File: src/rtl/exc_seq.sv
// Exception/ERET request sequencer for the CP0 trap interface.
// Issues a one-cycle CP0 request, then a one-cycle PC redirect, stalling the pipeline throughout.
module exc_seq #(
  parameter int CNT_W = 16
) (
  input  logic             clk,
  input  logic             rst,
  input  logic             inst_valid,
  input  logic             is_syscall,
  input  logic             is_break,
  input  logic             is_teq,
  input  logic             teq_eq,
  input  logic             is_eret,
  input  logic [31:0]      pc_next,
  input  logic [31:0]      cp0_status,
  output logic             cp0_ena,
  output logic             cp0_exception,
  output logic             cp0_eret,
  output logic [4:0]       cp0_cause,
  output logic [31:0]      cp0_npc,
  output logic             stall,
  output logic             pc_sel_exc,
  output logic             busy,
  output logic [CNT_W-1:0] exc_count
);

  localparam logic [4:0] CAUSE_SYSCALL = 5'b01000;
  localparam logic [4:0] CAUSE_BREAK   = 5'b01001;
  localparam logic [4:0] CAUSE_TEQ     = 5'b01101;

  // Three bits leave room for undefined encodings, which fall back to IDLE.
  typedef enum logic [2:0] {
    ST_IDLE     = 3'd0,
    ST_EXC_REQ  = 3'd1,
    ST_ERET_REQ = 3'd2,
    ST_REDIR    = 3'd3
  } state_t;

  state_t           state_reg, state_next;
  logic [4:0]       cause_reg, cause_next;
  logic [31:0]      npc_reg, npc_next;
  logic [CNT_W-1:0] count_reg, count_next;

  logic [2:0] cand;
  logic [2:0] sel;
  logic [2:0] class_en;
  logic [2:0] take;
  logic [4:0] take_cause;
  logic       eret_only;
  logic       status_unused;

  // Candidate classes in priority order: bit0 SYSCALL, bit1 BREAK, bit2 TEQ.
  assign cand = {is_teq & teq_eq, is_break, is_syscall};

  always_comb begin
    sel = 3'b000;
    if (cand[0])      sel = 3'b001;
    else if (cand[1]) sel = 3'b010;
    else if (cand[2]) sel = 3'b100;
  end

  genvar gi;
  generate
    for (gi = 0; gi < 3; gi++) begin : g_class
      assign class_en[gi] = cp0_status[0] & cp0_status[gi+1];
      assign take[gi]     = sel[gi] & class_en[gi];
    end
  endgenerate

  always_comb begin
    take_cause = 5'b00000;
    case (take)
      3'b001:  take_cause = CAUSE_SYSCALL;
      3'b010:  take_cause = CAUSE_BREAK;
      3'b100:  take_cause = CAUSE_TEQ;
      default: take_cause = 5'b00000;
    endcase
  end

  // A masked exception candidate suppresses a simultaneous ERET rather than falling through.
  assign eret_only     = is_eret & ~(|cand);
  assign status_unused = ^cp0_status[31:4];

  always_comb begin
    state_next = state_reg;
    cause_next = cause_reg;
    npc_next   = npc_reg;
    count_next = count_reg;
    case (state_reg)
      ST_IDLE: begin
        if (inst_valid) begin
          if (|take) begin
            state_next = ST_EXC_REQ;
            cause_next = take_cause;
            npc_next   = pc_next;
            if (count_reg != {CNT_W{1'b1}})
              count_next = count_reg + CNT_W'(1);
          end else if (eret_only) begin
            state_next = ST_ERET_REQ;
          end
        end
      end
      ST_EXC_REQ:  state_next = ST_REDIR;
      ST_ERET_REQ: state_next = ST_REDIR;
      ST_REDIR:    state_next = ST_IDLE;
      default:     state_next = ST_IDLE;
    endcase
  end

  always_ff @(posedge clk) begin
    if (!rst) begin
      state_reg <= ST_IDLE;
      cause_reg <= 5'b00000;
      npc_reg   <= 32'h0000_0000;
      count_reg <= '0;
    end else begin
      state_reg <= state_next;
      cause_reg <= cause_next;
      npc_reg   <= npc_next;
      count_reg <= count_next;
    end
  end

  always_comb begin
    cp0_ena       = 1'b0;
    cp0_exception = 1'b0;
    cp0_eret      = 1'b0;
    stall         = 1'b0;
    pc_sel_exc    = 1'b0;
    busy          = 1'b0;
    case (state_reg)
      ST_EXC_REQ: begin
        cp0_ena       = 1'b1;
        cp0_exception = 1'b1;
        stall         = 1'b1;
        busy          = 1'b1;
      end
      ST_ERET_REQ: begin
        cp0_ena  = 1'b1;
        cp0_eret = 1'b1;
        stall    = 1'b1;
        busy     = 1'b1;
      end
      ST_REDIR: begin
        pc_sel_exc = 1'b1;
        stall      = 1'b1;
        busy       = 1'b1;
      end
      default: begin
        cp0_ena = 1'b0;
      end
    endcase
  end

  assign cp0_cause = cause_reg;
  assign cp0_npc   = npc_reg;
  assign exc_count = count_reg;

endmodule

File: config.mk
export PLATFORM = sky130hd
export DESIGN_NAME = exc_seq
export DESIGN_NICKNAME = d
export VERILOG_FILES = /design/src/rtl/exc_seq.sv
export SDC_FILE = /design/constraint.sdc
export NUM_CORES = 1
export LEC_CHECK = 0
export BUFFER_PORTS_ARGS = -buffer_cell sky130_fd_sc_hd__buf_2
export CAP_MARGIN = 5
export CORE_ASPECT_RATIO = 1.2
export CORE_MARGIN = 2
export CORE_UTILIZATION = 45
export DETAILED_ROUTE_END_ITERATION = 16
export GPL_TIMING_DRIVEN = 1
export PLACE_DENSITY = 0.81
export SLEW_MARGIN = 20
export SYNTH_ARGS = -nofsm -noshare
export SYNTH_HDL_FRONTEND = slang
export SYNTH_SLANG_ARGS = --single-unit
File: constraint.sdc
create_clock -name clk -period 5.48 [get_ports clk]
set_input_delay 1.096 -clock clk [delete_from_list [all_inputs] [get_ports clk]]
set_output_delay 1.096 -clock clk [all_outputs]
set_load 0.1 [all_outputs]
==> impl_metrics.env <==
export IMPL_combPwrFrac_pct=41.4
export IMPL_cts_hold_buffers=0
export IMPL_ant_nets=0
export IMPL_ys_async_sr_fraction_pct=0
export IMPL_start_kind="flop"
export IMPL_drive_gt1_share_pct=32.8
export IMPL_r2r_start="exc_count[0]$_SDFFE_PN0P_"
export IMPL_drv_slew=0
export IMPL_placed_area_mm2=0.00283
export IMPL_worstPathMaxFanout=7
export IMPL_critPathSlowestCell="buf_2"
export IMPL_worst_slew_pin_slew_ns=0.726
export IMPL_die_x_um=69.8
export IMPL_netlist_instances=281
export IMPL_syn_area_per_cell_um2=8.33
export IMPL_ys_flop_type="dfxtp_1"
export IMPL_row_count=28
export IMPL_cp_endpoint="stall"
export IMPL_switching_share_pct=47.4
export IMPL_highest_layer="met4"
export IMPL_crit_arrival_ns=1.58
export IMPL_vdd_drop_max_mv=0.475
export IMPL_clk_path_buf_depth=2
export IMPL_cts_sinks=53
export IMPL_syn_cell_area_mm2=0.00234
export IMPL_relSlewSlack_pct=51.6
export IMPL_p_int_w=0.000574
export IMPL_r2r_cells=6
export IMPL_rsz0062_at_grt="no"
export IMPL_finalInstanceArea_mm2=0.00291
export IMPL_place_gp_congestion=0.792
export IMPL_routed_via_density=5.27
export IMPL_yosysSeqAreaShare_pct=45.3
export IMPL_io_pin_count=131
export IMPL_seqPwrFrac_pct=38.6
export IMPL_io_buffers=100
export IMPL_hp_class="reg -> reg"
export IMPL_worstSetupStartpoint="state_reg[0]$_SDFFE_PN0P_"
export IMPL_antenna_cells=0
export IMPL_coreArea_mm2=0.00497
export IMPL_drc=0
export IMPL_ys_warn_count=0
export IMPL_setup_worst_path_end_class="primary output"
export IMPL_layout_commonest_cell="buf_2"
export IMPL_r2r_setup_slack_ns=3.35
export IMPL_routed_wl_mm=5.49
export IMPL_clk_pin_slew_ns=0.09
export IMPL_max_freq_mhz=374
export IMPL_clock_power_share_pct=20.1
export IMPL_cts_repair_resized=0
export IMPL_clock_latency_ns=0.31
export IMPL_tns_ns=0
export IMPL_fin_skew_ns=0.00870
export IMPL_grt_pass1_wl_mm=9.26
export IMPL_synth_edf_count=0
export IMPL_rr_endpoint="exc_count[6]$_SDFFE_PN0P_"
export IMPL_fin_cells=432
export IMPL_routedWlPerCell_um=12.7
export IMPL_via_count=2275
export IMPL_cellPowerDensity_mw_per_mm2=375
export IMPL_cts_setup_buffers=0
export IMPL_status="finished clean"
export IMPL_max_stage_delay_ns=0.43
export IMPL_p_leak_nw=1.25
export IMPL_setup_viol=0
export IMPL_wl_met1_mm=2.24
export IMPL_finalCritPeriodShare_pct=48.8
export IMPL_area_growth_pct=24.4
export IMPL_p_sw_w=0.000517
export IMPL_required_ns=4.38
export IMPL_initial_core_util_pct=47.0
export IMPL_dp_cells=424
export IMPL_worstPathCellList="inv_1 -> ha_1 -> inv_1 -> buf_2"
export IMPL_period_minus_slack_ns=2.68
export IMPL_die_h_um=83.0
export IMPL_first_iter_violations=109
export IMPL_grt_pass1_vias=2137
export IMPL_grt_max_degree=62
export IMPL_nNetsFinal=448
export IMPL_cts_buffers_inserted=5
export IMPL_synth_seq_cells=53
export IMPL_met2_length_mm=2.86
export IMPL_grt_usage_pct=19.1
export IMPL_largest_reg_flops=32
export IMPL_htreeDepth=2
export IMPL_drv_cap=0
export IMPL_finalHoldViolations=0
export IMPL_worst_path_most_repeated_cell="inv_1"
export IMPL_worst_setup_path_type="reg -> out"
export IMPL_cts_tree="built"
export IMPL_antenna_found_initial=0
export IMPL_overflow=0
export IMPL_drtPass1Iterations=4
export IMPL_fp_dieArea_mm2=0.00579
export IMPL_layout_common_cells="buf_2, nand2_1, dfxtp_1"
export IMPL_wl_met3_um=252
export IMPL_synth_cell_types=42
export IMPL_dpl_hpwl_mm=3.91
export IMPL_cts_root_buffer="clkbuf_8"
-- how the worst min path moves through the flow --
| stage | start | cells after the start | slack [ns] | end |
|---|---|---|---|---|
| detailed placement | cp0_npc[7]$_SDFFE_PN0P_ | 2 | 0.44 | cp0_npc[7]$_SDFFE_PN0P_ |
| floorplan | state_reg[0]$_SDFFE_PN0P_ | 2 | 0.48 | state_reg[0]$_SDFFE_PN0P_ |
| global placement | cp0_npc[16]$_SDFFE_PN0P_ | 2 | 0.44 | cp0_npc[16]$_SDFFE_PN0P_ |
| finish | cp0_npc[14]$_SDFFE_PN0P_ | 2 | 0.46 | cp0_npc[14]$_SDFFE_PN0P_ |
| global route | cp0_npc[3]$_SDFFE_PN0P_ | 2 | 0.48 | cp0_npc[3]$_SDFFE_PN0P_ |
| CTS | cp0_npc[7]$_SDFFE_PN0P_ | 2 | 0.46 | cp0_npc[7]$_SDFFE_PN0P_ |
-- cells in the mapped netlist (2+ instances only) --
cell       number  area share (%)
buf_4           3            0.96
o31ai_1        11             3.5
dfxtp_1        53              45
buf_2           9             1.9
or4_1          10             3.2
nand2_1        74              12
o21ai_0         3            0.64
clkbuf_1        6            0.96
mux2i_1         3             1.3
nand3_1         7             1.5
or3_1           2            0.53
and2_2          2            0.64
ha_1            5             2.7
nand2b_1        4             1.1
a2111oi_0       2            0.75
inv_1           7             1.1
nor4_1          2            0.53
nand4_1         4             1.1
a21oi_1        47              10
buf_6           3             1.4
and2_1          2            0.53
nor2_1          2            0.32
-- cells by family after synthesis --
| logic type | count (synthesis) | share of synthesized area, % |
|---|---|---|
| flip-flops | 53 | 45.3 |
| other | 1 | 0.160 |
| AO/OA/AOI/OAI | 72 | 19.1 |
| AND/OR/NAND/NOR | 119 | 25.0 |
| multiplexers | 3 | 1.28 |
| buffers and inverters | 28 | 6.42 |
| adder cells (fa/ha/maj) | 5 | 2.67 |
-- routing by layer --
| layer | vias up | GRT usage (%) |
|---|---|---|
| met4 | 0 | 8.04 |
| met1 | 1045 | 20.9 |
| met3 | 10 | 4.49 |
| li1 | 1162 | - |
| met5 | - | 0 |
| met2 | 58 | 34.9 |
-- worst max-delay path, delay by kind of cell, from the launching register on --
kind | cells | cell delay, ns
buf+inv | 3 | 0.62
flops | 1 | 0.39
fa+ha+maj | 1 | 0.27
-- per-stage QoR --
stage / util (%) / hold slack, ns / setup WS (ns) / total power [W]
2_1_floorplan: - / 0.482 / 2.66 / 0.000824
3_3_place_gp: 56.8 / 0.439 / 2.80 / 0.000877
3_5_place_dp: 56.8 / 0.443 / 2.75 / 0.000883
4_1_cts: 58.5 / 0.458 / 2.79 / 0.00110
5_1_grt: 58.5 / 0.476 / 2.70 / 0.00114
6_report: 58.5 / 0.455 / 2.80 / 0.00109
-- power groups by stage --
stage               combinational, W  clock (W)  sequential [W]
global placement            0.000449          0        0.000429
finish                      0.000452   0.000219        0.000421
floorplan                   0.000290          0        0.000535
global route                0.000476   0.000240        0.000424
CTS                         0.000453   0.000229        0.000421
detailed placement          0.000453          0        0.000430
-- layout make-up --
cell class	count	area, µm²
Multi-Input combinational cell	201	1140
Tap cell	60	75.1
Fill cell	489	2060
Clock buffer	6	72.6
Clock inverter	2	13.8
Sequential cell	53	1060
Inverter	7	26.3
Timing Repair Buffer	103	523
(Power assumes the default switching activity.)
